**src/rtl/cla4_serial_add_ctrl_pkg.sv**
```systemverilog
// Shared types and constants for the nibble-serial carry look-ahead add/subtract sequencer.
package cla4_serial_add_ctrl_pkg;

  localparam int NIBBLE_W = 4;

  typedef enum logic [1:0] {
    IDLE = 2'd0,
    RUN  = 2'd1,
    DONE = 2'd2
  } state_t;

endpackage

```
**src/rtl/cla4_serial_add_ctrl_adder.sv**
```systemverilog
// 4-bit carry look-ahead adder; exposes the per-bit carry-in vector so the
// controller can see the carry into the MSB of the nibble.
module carry_lookahead_adder4
  import cla4_serial_add_ctrl_pkg::*;
(
  input  logic [NIBBLE_W-1:0] a,
  input  logic [NIBBLE_W-1:0] b,
  input  logic                cin,
  output logic [NIBBLE_W-1:0] sum,
  output logic                cout,
  output logic [NIBBLE_W-1:0] carry
);

  logic [NIBBLE_W-1:0] g;
  logic [NIBBLE_W-1:0] p;

  assign g = a & b;
  assign p = a ^ b;

  // carry[i] is the carry into bit i, each expanded directly from cin.
  assign carry[0] = cin;
  assign carry[1] = g[0] | (p[0] & cin);
  assign carry[2] = g[1] | (p[1] & g[0]) | (p[1] & p[0] & cin);
  assign carry[3] = g[2] | (p[2] & g[1]) | (p[2] & p[1] & g[0])
                  | (p[2] & p[1] & p[0] & cin);
  assign cout     = g[3] | (p[3] & g[2]) | (p[3] & p[2] & g[1])
                  | (p[3] & p[2] & p[1] & g[0])
                  | (p[3] & p[2] & p[1] & p[0] & cin);

  assign sum = p ^ carry;

endmodule

```
**src/rtl/cla4_serial_add_ctrl.sv**
```systemverilog
// WIDTH-bit add/subtract built from one 4-bit CLA used once per nibble, LSB
// nibble first, with the inter-nibble carry held in carry_r.
module cla4_serial_add_ctrl
  import cla4_serial_add_ctrl_pkg::*;
#(
  parameter int WIDTH = 16
) (
  input  logic             clk,
  input  logic             rst_n,
  input  logic             in_valid,
  output logic             in_ready,
  input  logic [WIDTH-1:0] a,
  input  logic [WIDTH-1:0] b,
  input  logic             cin,
  input  logic             sub,
  output logic             out_valid,
  input  logic             out_ready,
  output logic [WIDTH-1:0] sum,
  output logic             cout,
  output logic             overflow,
  output logic             busy
);

  localparam int NIB   = WIDTH / NIBBLE_W;
  localparam int IDX_W = $clog2(NIB);

  state_t state;
  state_t state_nx;

  logic [IDX_W-1:0]                idx;
  logic                            carry_r;
  logic [NIB-1:0][NIBBLE_W-1:0]    a_r;
  logic [NIB-1:0][NIBBLE_W-1:0]    b_r;
  logic [NIB-1:0][NIBBLE_W-1:0]    sum_r;

  logic [NIBBLE_W-1:0] add_sum;
  logic                add_cout;
  logic [NIBBLE_W-1:0] add_carry;
  logic                last;
  logic                unused_carry;

  carry_lookahead_adder4 u_adder (
    .a     (a_r[idx]),
    .b     (b_r[idx]),
    .cin   (carry_r),
    .sum   (add_sum),
    .cout  (add_cout),
    .carry (add_carry)
  );

  assign last         = (idx == IDX_W'(NIB - 1));
  assign sum          = sum_r;
  assign unused_carry = ^add_carry[2:0];

  // NOTE: sequential state uses non-blocking assignments so every register
  // samples pre-edge values regardless of block ordering.
  always_ff @(posedge clk) begin
    if (!rst_n) state <= IDLE;
    else        state <= state_nx;
  end

  // NOTE: every output of this block gets a default first, so no path leaves
  // a signal unassigned and no latch is inferred.
  always_comb begin
    state_nx  = state;
    in_ready  = 1'b0;
    out_valid = 1'b0;
    busy      = 1'b0;
    unique case (state)
      IDLE: begin
        in_ready = 1'b1;
        if (in_valid) state_nx = RUN;
      end
      RUN: begin
        busy = 1'b1;
        if (last) state_nx = DONE;
      end
      DONE: begin
        out_valid = 1'b1;
        if (out_ready) state_nx = IDLE;
      end
      default: state_nx = IDLE;
    endcase
  end

  // NOTE: a_r/b_r carry no reset: they are always loaded at accept before
  // RUN reads them, so resetting them would only add reset fan-out.
  always_ff @(posedge clk) begin
    if (!rst_n) begin
      idx      <= '0;
      carry_r  <= 1'b0;
      sum_r    <= '0;
      cout     <= 1'b0;
      overflow <= 1'b0;
    end else begin
      unique case (state)
        IDLE: begin
          if (in_valid) begin
            a_r     <= a;
            b_r     <= sub ? ~b : b;
            carry_r <= sub ? 1'b1 : cin;
            idx     <= '0;
            sum_r   <= '0;
          end
        end
        RUN: begin
          sum_r[idx] <= add_sum;
          carry_r    <= add_cout;
          if (last) begin
            idx      <= '0;
            cout     <= add_cout;
            overflow <= add_carry[3] ^ add_cout;
          end else begin
            idx <= idx + 1'b1;
          end
        end
        default: ;
      endcase
    end
  end

endmodule

```
**config.mk**
```make
export PLATFORM = sky130hd
export DESIGN_NAME = cla4_serial_add_ctrl
export DESIGN_NICKNAME = d
export VERILOG_FILES = /design/src/rtl/cla4_serial_add_ctrl_pkg.sv /design/src/rtl/cla4_serial_add_ctrl_adder.sv /design/src/rtl/cla4_serial_add_ctrl.sv
export SDC_FILE = /design/constraint.sdc
export NUM_CORES = 1
export LEC_CHECK = 0
export ABC_CLOCK_PERIOD_IN_PS = 3980
export BUFFER_PORTS_ARGS = -buffer_cell sky130_fd_sc_hd__buf_4
export CORE_MARGIN = 4
export CORE_UTILIZATION = 53
export CTS_CLUSTER_SIZE = 24
export DETAILED_ROUTE_END_ITERATION = 6
export MAX_ROUTING_LAYER = met4
export PLACE_DENSITY = 0.76
export SYNTH_ARGS = -nofsm -noshare
export SYNTH_HDL_FRONTEND = slang
export SYNTH_HIERARCHICAL = 1
export SYNTH_SLANG_ARGS = --single-unit
```
**constraint.sdc**
```tcl
create_clock -name clk -period 3.98 [get_ports clk]
set_input_delay 0.796 -clock clk [delete_from_list [all_inputs] [get_ports clk]]
set_output_delay 0.796 -clock clk [all_outputs]
set_load 0.01 [all_outputs]
```
* Word-level counts from Yosys, hierarchy flattened
Index checks and enable logic that the tools add are counted.
Storage, ports and cells: register bits 55, input bits 38, output and inout bits 21
Operators by class: add/subtract/negate cells 1, $lt $le $gt $ge 2, equality and inequality tests 6, multiplexer cells 23, bitwise operators 31, reduce and logical (&&, ||, !) cells 7
Operators by type and width (count):
- two-way mux 16 bit | 2
- one-hot mux 16 bit (2 select lines) | 1
- bitwise AND 1 bit | 16
- binary-select mux 4 bit (select 2 bit) | 2
- bitwise mux 16 bit | 1
- NOT 16 bit | 1
- two-way mux 4 bit | 3
- two-way mux 2 bit | 5
- bitwise OR 1 bit | 10
- demux 4 bit (select 2 bit) | 1
- XOR 4 bit | 2
- inequality test 2 bit, second input constant | 3
- one-hot mux 2 bit (3 select lines) | 1
- AND reduction 3 bit | 2
- two-way mux 1 bit | 5
- bitwise AND 4 bit | 1
- equality test 2 bit, second input constant | 2
- one-hot mux 2 bit (2 select lines) | 1
- AND reduction 2 bit | 2
- < comparator 2 x 3 -> 1 bit, second input constant | 1
- adder 2 x 1 -> 2 bit, second input constant | 1
- equality test 2 x 1 -> 1 bit, second input constant | 1
- greater-or-equal comparator 2 x 1 -> 1 bit, second input constant | 1
- zero test 2 bit | 1
- other kinds (4) | 4

* Logic depth before layout (Yosys ltp)
Gate-level depths: netlist (run 1).
depth in word-level cells 10, depth in mapped cells 9, gate-level depth less buffers 8

* By module
The synthesis (run 1) kept the hierarchy.
Modules (own cells, without submodules):
- cla4_serial_add_ctrl | times used 1, cells an instance 175, area an instance 2381.0 um^2
- carry_lookahead_adder4 | times used 1, cells an instance 16, area an instance 150.1 um^2

* Least setup slack after synthesis (run 1)
Ideal clock, no wire load.
path type input port to flip-flop, start input port in_valid, end register a_r[0] (netlist bit) (enable), arrival 2.655 ns, path slack 0.904 ns, stages 3, path buffers 1, cells stage by stage or3b_1 > buf_6 > nor2_1
Between the ends: longest elaborated chain between the ends 1
RTL lines:
- from (decl) | RTL line cla4_serial_add_ctrl.sv:10 | input logic in_valid,
- AND reduction 3 bit (no line)
- to (signal assigned) | RTL line cla4_serial_add_ctrl.sv:99 | a_r <= a;
- to (decl) | RTL line cla4_serial_add_ctrl.sv:32 | logic [NIB-1:0][NIBBLE_W-1:0] a_r;
Every way passes these cells. A chain may end at the register's enable or synchronous reset.

* Worst setup path in the final report (run 1)
start register idx[0], end register overflow
Between the ends: elaborated cells on any way between the ends 28, classes of those cells eq/ne (1); mux (4); bitwise (22); reduce/logical (1)
RTL lines:
- from (decl) | RTL line cla4_serial_add_ctrl.sv:30 | logic [IDX_W-1:0] idx;
- from (signal assigned) | RTL line cla4_serial_add_ctrl.sv:114 | idx <= idx + 1'b1;
- binary-select mux 4 bit (select 2 bit) (on tied branches) | RTL line cla4_serial_add_ctrl.sv:43, cla4_serial_add_ctrl.sv:44
- two-way mux 4 bit (on tied branches) | RTL line cla4_serial_add_ctrl.sv:43, cla4_serial_add_ctrl.sv:44
- XOR 4 bit / bitwise AND 4 bit (equally long branches) | RTL line cla4_serial_add_ctrl_adder.sv:18, cla4_serial_add_ctrl_adder.sv:17
- bitwise AND 1 bit (on tied branches) | RTL line cla4_serial_add_ctrl_adder.sv:24, cla4_serial_add_ctrl_adder.sv:25
- bitwise OR 1 bit, or another cell as far along | RTL line cla4_serial_add_ctrl_adder.sv:24 | assign carry[3] = g[2] | (p[2] & g[1]) | (p[2] & p[1] & g[0])
- bitwise OR 1 bit / bitwise AND 1 bit (equally long branches) | RTL line cla4_serial_add_ctrl_adder.sv:24, cla4_serial_add_ctrl_adder.sv:25
- bitwise OR 1 bit (*) | RTL line cla4_serial_add_ctrl_adder.sv:25 | | (p[2] & p[1] & p[0] & cin);
- net add_carry[3] | RTL line cla4_serial_add_ctrl.sv:38 | logic [NIBBLE_W-1:0] add_carry;
- XOR 1 bit (*) | RTL line cla4_serial_add_ctrl.sv:112 | overflow <= add_carry[3] ^ add_cout;
- to (signal assigned) | RTL line cla4_serial_add_ctrl.sv:112
- to (decl) | RTL line cla4_serial_add_ctrl.sv:20 | output logic overflow,
Mark *: on every way through the listed nets, which the timed path passes. The rest lies on a longest branch. The select of a mux whose other input is x is not followed.

==> results of run 1 <==
-- area by class of cell --
class | count | area [um^2] | share of cell area
timing repair buffer | 59 | 443 | 0.146
sequential | 55 | 1420 | 0.467
clock buffer | 5 | 68.8 | 0.0226
clock inverter | 3 | 20.0 | 0.00658
multi-input combinational | 118 | 1000 | 0.329
inverter | 6 | 22.5 | 0.00741
tap | 52 | 65.1 | 0.0214
-- routing by layer --
layer  vias up  global-route usage
li1        791                   -
met1       741               0.207
met2        50               0.272
met3         6              0.0422
met4         0              0.0427
met5         -                   -
-- cells in the final DEF (no fill, tap or decap), drive strengths merged, types with 7 or more instances in the layout --
master	instances
buf	59
mux4	8
edfxtp	32
dfxtp	23
ha	9
o22ai	12
nor2	7
xor2	18
nand2	25
-- final timing paths --
kind | cells past startpoint | to | from
min reg2reg | 2 | sum[12]$_SDFFE_PN0P_ | sum[12]$_SDFFE_PN0P_
max reg2reg | 8 | overflow$_SDFFE_PN0P_ | idx[0]$_SDFFE_PN0P_
min | 2 | sum[12]$_SDFFE_PN0P_ | sum[12]$_SDFFE_PN0P_
max | 8 | overflow$_SDFFE_PN0P_ | idx[0]$_SDFFE_PN0P_
-- registers in the layout (all words and copies together) (netlist names) --
name      flops
b_r          16
cout          1
state         2
sum          16
carry_r       1
a_r          16
idx           2
overflow      1
-- worst register-to-register path: cells and delay by family (launching register included) --
kind	cells	cell delay [ps]
AOI/OAI and AO/OA	4	870
DFF	1	750
adders and majority gates	1	330
muxes	1	700
buffers and inverters	1	50
xor gates and xnor gates	1	140
-- where the power goes --
part           switching [mW]  internal, mW
logic                  0.0923        0.0908
clock network           0.178         0.123
registers              0.0166         0.631
-- stage by stage --
stage	hold WS (ps)	power (mW)	utilization	setup WS (ps)	cells
6_report	463	1.13	0.680	1080	298
5_1_grt	493	1.19	0.680	852	298
4_1_cts	466	1.14	0.680	1050	298
3_5_place_dp	450	0.845	0.660	1040	290
3_3_place_gp	444	0.841	0.660	1120	290
2_1_floorplan	479	0.781	-	904	190
==> results.sh, run 1 <==
export IMPL_status="finished clean"
export IMPL_routed_wl_met2_um=2260
export IMPL_die_y_um=77.0
export IMPL_wl_met1_um=1980
export IMPL_cpMostUsedCell="a211oi_2"
export IMPL_synthToLayoutAreaGrowth_pct=20.5
export IMPL_nFillCells=339
export IMPL_syn_num_nets=238
export IMPL_dieArea_mm2=0.00593
export IMPL_clock_skew_ps=7.55
export IMPL_num_vias=1588
export IMPL_cp_num_buf_inv=1
export IMPL_slew_headroom=0.561
export IMPL_io_buffers=58
export IMPL_core_area_mm2=0.00447
export IMPL_ctsResizeCount=0
export IMPL_worst_path_max_delay_cell="dfxtp_1"
export IMPL_clk_pin_slew_ps=90
export IMPL_diodes=0
export IMPL_cts_tree="done"
export IMPL_io_pins=59
export IMPL_initial_core_util=0.564
export IMPL_end_kind="register"
export IMPL_cp_start_kind="register"
export IMPL_synthCells=190
export IMPL_critPathRequiredTime_ps=4210
export IMPL_grt_pass1_vias=1621
export IMPL_r2r_setup_slack_ps=1080
export IMPL_hp_class="reg -> reg"
export IMPL_drt_first_iter_violations=104
export IMPL_path_delay_family="compound AO/OA/AOI/OAI gates"
export IMPL_synth_avg_cell_area_um2=13.3
export IMPL_design_area_mm2=0.00304
export IMPL_fin_crit_ps=2900
export IMPL_wl_per_cell_um=15.2
export IMPL_grt_start_max_net_pins=33
export IMPL_die_w_um=77.0
export IMPL_yosys_warnings=6
export IMPL_place_congestion=0.818
export IMPL_antenna_found_initial=0
export IMPL_cellPowerDensity_mw_per_mm2=372
export IMPL_clock_latency_ps=300
export IMPL_synth_area_mm2=0.00252
export IMPL_wl_um=4540
export IMPL_fin_crit_sh=0.728
export IMPL_setup_viol_count_final=0
export IMPL_clock_root_buffer="clkbuf_8"
export IMPL_viasPerCell=5.33
export IMPL_cts_setup_buffers=0
export IMPL_ir_worst_vdd_uv=251
export IMPL_hold_buffers=0
export IMPL_drt_pass1_iterations=4
export IMPL_rsz0062_at_grt="no"
export IMPL_crit_arrival_ps=3130
export IMPL_ant_nets=0
export IMPL_track_usage=0.166
export IMPL_grt_overflow=0
export IMPL_drc=0
export IMPL_hpwl_um=3410
export IMPL_topRoutingLayerUsed="met4"
export IMPL_routed_wl_met3_um=252
export IMPL_cpPeakStageDelay_ps=750
export IMPL_slew_viol_final=0
export IMPL_p_leak_nw=1.22
export IMPL_nets=293
export IMPL_max_cap_violations=0
export IMPL_clock_fmax_mhz=345
export IMPL_cts_sinks=55
export IMPL_cts_htree_levels=2
export IMPL_crit_chain="mux4_1, ha_1, a211oi_2, o21ba_2, inv_2, a21o_1, xnor2_1, a211oi_2"
export IMPL_clockBufferDepth=2
export IMPL_cts_made_buffers=5
export IMPL_grt_pass1_wl_um=7590
export IMPL_totalNegativeSetupSlack_ps=0
export IMPL_cp_max_fo=14
export IMPL_path_class="reg -> reg"
export IMPL_hold_viol_final=0
export IMPL_drive_gt1_frac=0.329
export IMPL_tightest_slew_ps=657
export IMPL_placed_area_mm2=0.00295
export IMPL_rows=24
(Power assumes the default switching activity.)
==> run 2: changes to the inputs <==
--- a/config.mk
+++ b/config.mk
@@ -5,7 +5,7 @@
 export SDC_FILE = /design/constraint.sdc
 export NUM_CORES = 1
 export LEC_CHECK = 0
-export ABC_CLOCK_PERIOD_IN_PS = 3980
+export ABC_CLOCK_PERIOD_IN_PS = 2800
 export BUFFER_PORTS_ARGS = -buffer_cell sky130_fd_sc_hd__buf_4
 export CORE_MARGIN = 4
 export CORE_UTILIZATION = 53
==> constraint.sdc (replaced) <==
create_clock -name clk -period 2.8 [get_ports clk]
set_input_delay 0.56 -clock clk [delete_from_list [all_inputs] [get_ports clk]]
set_output_delay 0.56 -clock clk [all_outputs]
set_load 0.01 [all_outputs]
==> run 2 against run 1 <==
Against the previous run:
- die area unchanged
- worst setup slack worse by 810 ps
- non-clock buffer count up 3
- count of clock-buffer cells in the layout up 2
- design area up 2.2%
- clock skew about the same
- critical path depth unchanged
- combinational power up 46%
- critical endpoint unchanged
- largest cell class unchanged
==> results.sh, run 2 (synthesis results as in run 1) <==
export IMPL_fin_util=0.694
export IMPL_wl_per_cell_um=14.8
export IMPL_ir_worst_vdd_uv=365
export IMPL_clock_skew_ps=7.86
export IMPL_cts_sinks=55
export IMPL_cpMostUsedCell="a211oi_2"
export IMPL_slew_headroom=0.714
export IMPL_p_leak_nw=1.26
export IMPL_viasPerCell=5.34
export IMPL_seqCellArea_mm2=0.00142
export IMPL_nFillCells=329
export IMPL_rows=24
export IMPL_rsz0062_at_grt="no"
export IMPL_hold_path_depth=1
export IMPL_multiInputGateArea_um2=1000
export IMPL_max_cap_violations=0
export IMPL_dieArea_mm2=0.00593
export IMPL_critPathRequiredTime_ps=3030
export IMPL_path_class="reg -> reg"
export IMPL_hold_start="a[4]"
export IMPL_drc=0
export IMPL_crit_arrival_ps=2770
export IMPL_wl_um=4470
export IMPL_r2r_end="overflow$_SDFFE_PN0P_"
export IMPL_fin_crit_ps=2530
export IMPL_io_buffers=58
export IMPL_clk_pin_slew_ps=90
export IMPL_drt_pass1_iterations=4
export IMPL_clock_root_buffer="clkbuf_8"
export IMPL_diodes=0
export IMPL_hp_class="in -> reg"
export IMPL_slew_viol_final=0
export IMPL_synthToLayoutAreaGrowth_pct=23.1
export IMPL_place_congestion=0.830
export IMPL_io_pins=59
export IMPL_whs_endpoint="a_r[4]$_DFFE_PP_"
export IMPL_worst_path_max_delay_cell="mux4_1"
export IMPL_setup_viol_count_final=0
export IMPL_drt_first_iter_violations=127
export IMPL_cts_tree="done"
export IMPL_die_w_um=77.0
export IMPL_track_usage=0.168
export IMPL_clock_fmax_mhz=395
export IMPL_ant_nets=0
export IMPL_die_y_um=77.0
export IMPL_cp_max_fo=7
export IMPL_crit_chain="mux4_1, ha_1, a211oi_2, o21ba_2, inv_2, a21o_1, xnor2_1, a211oi_2"
export IMPL_final_cell_mix="buf_4 (62), edfxtp_1 (32), nand2_1 (22), dfxtp_1 (22), xor2_1 (18)"
export IMPL_hold_viol_final=0
export IMPL_r2r_cells=8
export IMPL_initial_core_util=0.564
export IMPL_end_kind="register"
export IMPL_drive_gt1_frac=0.345
export IMPL_fin_crit_sh=0.904
export IMPL_r2r_setup_slack_ps=270
export IMPL_clock_latency_ps=310
export IMPL_r2r_start="idx[0]$_SDFFE_PN0P_"
export IMPL_core_area_mm2=0.00447
export IMPL_cts_htree_levels=2
export IMPL_cp_num_buf_inv=1
export IMPL_nets=296
export IMPL_final_common_cell="buf_4"
export IMPL_cpPeakStageDelay_ps=640
export IMPL_grt_pass1_wl_um=7660
export IMPL_totalNegativeSetupSlack_ps=0
export IMPL_tightest_slew_ps=428
export IMPL_antenna_found_initial=0
export IMPL_num_vias=1606
export IMPL_hpwl_um=3360
export IMPL_cts_made_buffers=5
export IMPL_status="finished clean"
export IMPL_cellPowerDensity_mw_per_mm2=566
export IMPL_clockBufferDepth=2
export IMPL_grt_start_max_net_pins=33
export IMPL_grt_overflow=0
export IMPL_cp_start_kind="register"
export IMPL_grt_pass1_vias=1640
export IMPL_path_delay_family="compound AO/OA/AOI/OAI gates"
==> run 2: cell types whose count changed in the layout (fill, tap and decap cells not counted) <==
cell        previous run  this run
clkbuf_4               0         1
dfxtp_1               23        22
bufinv_16              0         1
clkinv_1               1         0
dfxtp_2                0         1
clkinv_4               1         0
buf_4                 59        62
clkbuf_16              0         1
clkinvlp_4             1         0
==> run 2: per-stage QoR <==
step / power, mW / setup WS [ps] / instance area (um^2) / instances / hold WS [ps]
floorplan: 1.11 / 224 / 2530 / 190 / 479
global placement: 1.20 / 205 / 2970 / 293 / 444
detailed placement: 1.20 / 136 / 2970 / 293 / 448
CTS: 1.77 / 109 / 3110 / 301 / 409
global route: 1.85 / 75.2 / 3110 / 301 / 397
finish: 1.76 / 268 / 3110 / 301 / 422
==> run 2: cell type report <==
cell class              count  area share
flip-flops and latches     55       0.458
multi-input cells         118       0.322
repair buffers             62       0.150
clock buffers               7      0.0326
well taps                  52      0.0209
clock inverters             1     0.00967
inverters                   6     0.00725
==> run 2: metal layers <==
layer / track usage / share of wire
met1: 0.211 / 0.43
met2: 0.262 / 0.49
met3: 0.0445 / 0.059
met4: 0.0676 / 0.020
met5: - / 0
==> run 2: how the worst max path moves through the flow <==
stage | from | end | slack [ps] | cells past startpoint
after floorplan | idx[0]$_SDFFE_PN0P_ | overflow$_SDFFE_PN0P_ | 220 | 9
after global routing | idx[0]$_SDFFE_PN0P_ | overflow$_SDFFE_PN0P_ | 80 | 8
after global placement | idx[0]$_SDFFE_PN0P_ | overflow$_SDFFE_PN0P_ | 200 | 8
final | idx[0]$_SDFFE_PN0P_ | overflow$_SDFFE_PN0P_ | 270 | 8
after CTS | idx[0]$_SDFFE_PN0P_ | overflow$_SDFFE_PN0P_ | 110 | 8
after detailed placement | idx[0]$_SDFFE_PN0P_ | overflow$_SDFFE_PN0P_ | 140 | 8
==> run 2: where the power goes <==
group,internal [mW],total (mW),switching [mW]
combinational,0.132,0.267,0.135
clock,0.331,0.574,0.243
sequential,0.897,0.918,0.0202
total,1.36,1.76,0.399
==> run 2: what timing repair did <==
| action | CTS | global route |
|---|---|---|
| hold buffers | 0 | 0 |
| buffers inserted | 0 | 0 |
| endpoints found under the setup margin | 0 | 1 |
| gates resized for setup | 0 | 1 |
==> run 3: changes to the inputs <==
--- a/config.mk
+++ b/config.mk
@@ -5,14 +5,14 @@
 export SDC_FILE = /design/constraint.sdc
 export NUM_CORES = 1
 export LEC_CHECK = 0
-export ABC_CLOCK_PERIOD_IN_PS = 2800
+export ABC_CLOCK_PERIOD_IN_PS = 2700
 export BUFFER_PORTS_ARGS = -buffer_cell sky130_fd_sc_hd__buf_4
 export CORE_MARGIN = 4
 export CORE_UTILIZATION = 53
 export CTS_CLUSTER_SIZE = 24
 export DETAILED_ROUTE_END_ITERATION = 6
 export MAX_ROUTING_LAYER = met4
-export PLACE_DENSITY = 0.76
+export PLACE_DENSITY = 0.75
 export SYNTH_ARGS = -nofsm -noshare
 export SYNTH_HDL_FRONTEND = slang
 export SYNTH_HIERARCHICAL = 1
==> constraint.sdc (replaced) <==
create_clock -name clk -period 2.7 [get_ports clk]
set_input_delay 0.54 -clock clk [delete_from_list [all_inputs] [get_ports clk]]
set_output_delay 0.54 -clock clk [all_outputs]
set_load 0.01 [all_outputs]
==> run 3 against run 2 <==
Against the previous run:
- via count increased by 0.62%
- non-clock buffer count unchanged
- design area down 1.5%
- first-iteration DRC count fell by 35%
- clock power is 24% lower
- highest routed layer unchanged
==> results.sh, run 3 (synthesis results as in run 1) <==
export IMPL_critPathRequiredTime_ps=2940
export IMPL_nFillCells=347
export IMPL_core_area_mm2=0.00447
export IMPL_crit_chain="buf_4, mux4_2, ha_1, a211oi_2, o21ba_2, inv_2, a21o_1, xnor2_1, a211oi_2"
export IMPL_end_kind="register"
export IMPL_ir_worst_vdd_uv=304
export IMPL_cts_sinks=55
export IMPL_fin_crit_ps=2540
export IMPL_placed_area_mm2=0.00297
export IMPL_p_leak_nw=1.23
export IMPL_grt_pass1_wl_um=7870
export IMPL_hpwl_um=3470
export IMPL_multiInputGateArea_um2=1000
export IMPL_grt_pass1_vias=1658
export IMPL_die_y_um=77.0
export IMPL_wl_per_cell_um=15.2
export IMPL_grt_use_met1=0.220
export IMPL_cpMostUsedCell="a211oi_2"
export IMPL_clockBufferDepth=2
export IMPL_num_vias=1616
export IMPL_cts_tree="done"
export IMPL_dieArea_mm2=0.00593
export IMPL_drt_pass1_iterations=4
export IMPL_status="finished clean"
export IMPL_cts_made_buffers=5
export IMPL_hold_buffers=0
export IMPL_final_common_cell="buf_4"
export IMPL_rows=24
export IMPL_synthToLayoutAreaGrowth_pct=21.2
export IMPL_cts_setup_buffers=0
export IMPL_fin_crit_sh=0.942
export IMPL_clock_fmax_mhz=393
export IMPL_seqCellArea_mm2=0.00142
export IMPL_clock_root_buffer="clkbuf_8"
export IMPL_crit_arrival_ps=2780
export IMPL_hold_viol_final=0
export IMPL_tightest_slew_ps=433
export IMPL_antenna_found_initial=0
export IMPL_cp_start_kind="register"
export IMPL_design_area_mm2=0.00306
export IMPL_totalNegativeSetupSlack_ps=0
export IMPL_place_congestion=0.865
export IMPL_drive_gt1_frac=0.337
export IMPL_cellPowerDensity_mw_per_mm2=545
export IMPL_setup_viol_count_final=0
export IMPL_ctsResizeCount=0
export IMPL_post_place_ws_ps=133
export IMPL_ant_nets=0
export IMPL_die_w_um=77.0
export IMPL_drc=0
export IMPL_cts_htree_levels=2
export IMPL_cpPeakStageDelay_ps=540
export IMPL_cp_max_fo=4
export IMPL_grt_start_max_net_pins=33
export IMPL_max_cap_violations=0
export IMPL_io_pins=59
export IMPL_slew_viol_final=0
export IMPL_initial_core_util=0.564
export IMPL_grt_busiest_layer="met2"
export IMPL_grt_overflow=0
export IMPL_clock_skew_ps=8.68
export IMPL_setup_ws_ps=156
export IMPL_hp_class="in -> reg"
export IMPL_drt_first_iter_violations=82
export IMPL_met2_usage=0.259
export IMPL_final_cell_mix="buf_4 (62), edfxtp_1 (32), dfxtp_1 (23), nand2_1 (22), xor2_1 (18)"
export IMPL_io_buffers=58
export IMPL_diodes=0
export IMPL_clk_pin_slew_ps=100
export IMPL_grtUsageMet3=0.0480
export IMPL_rsz0062_at_grt="no"
export IMPL_viasPerCell=5.37
export IMPL_wl_um=4580
export IMPL_worst_path_max_delay_cell="mux4_2"
export IMPL_slew_headroom=0.711
export IMPL_track_usage=0.171
export IMPL_path_class="reg -> reg"
export IMPL_nets=296
export IMPL_clock_latency_ps=300
## run 3: layer usage
metal,up-vias,routed length [um],part of all wire
li1,795,-,-
met5,-,0,0
met3,10,280,0.061
met2,64,2190,0.48
met1,747,1990,0.44
met4,0,112,0.024
## run 3: path summary, 6_finish.rpt
path,start,to,slack [ps],cells after the start
hold reg to reg,sum[12]$_SDFFE_PN0P_,sum[12]$_SDFFE_PN0P_,460,2
setup / recovery,idx[0]$_SDFFE_PN0P_,overflow$_SDFFE_PN0P_,160,9
hold / removal,a[3],a_r[3]$_DFFE_PP_,410,1
setup reg to reg,idx[0]$_SDFFE_PN0P_,overflow$_SDFFE_PN0P_,160,9
## run 3: power breakdown
group | switching [mW] | internal, mW
clock network | 0.254 | 0.182
registers | 0.0187 | 0.930
logic | 0.145 | 0.137
total | 0.418 | 1.25
## run 3: area by class of cell
cell class | count | share of cell area
clock buffer | 6 | 0.0237
clock inverter | 2 | 0.00409
multi-input combinational | 118 | 0.327
sequential | 55 | 0.465
timing repair buffer | 62 | 0.152
tap | 52 | 0.0213
inverter | 6 | 0.00736
## run 3: critical path, delay by kind of cell, from the launching register on
kind	cells	cell delay, ps
xor gates and xnor gates	1	150
DFF	1	410
buffers and inverters	2	220
AOI/OAI and AO/OA	4	860
adders and majority gates	1	310
muxes	1	540
## run 3: stage by stage
stage	total power, mW	hold slack (ps)	instances	util
floorplan	1.15	479	190	-
global placement	1.25	444	293	0.665
detailed placement	1.25	449	293	0.665
CTS	1.68	396	301	0.684
global route	1.75	388	301	0.684
finish	1.67	406	301	0.684
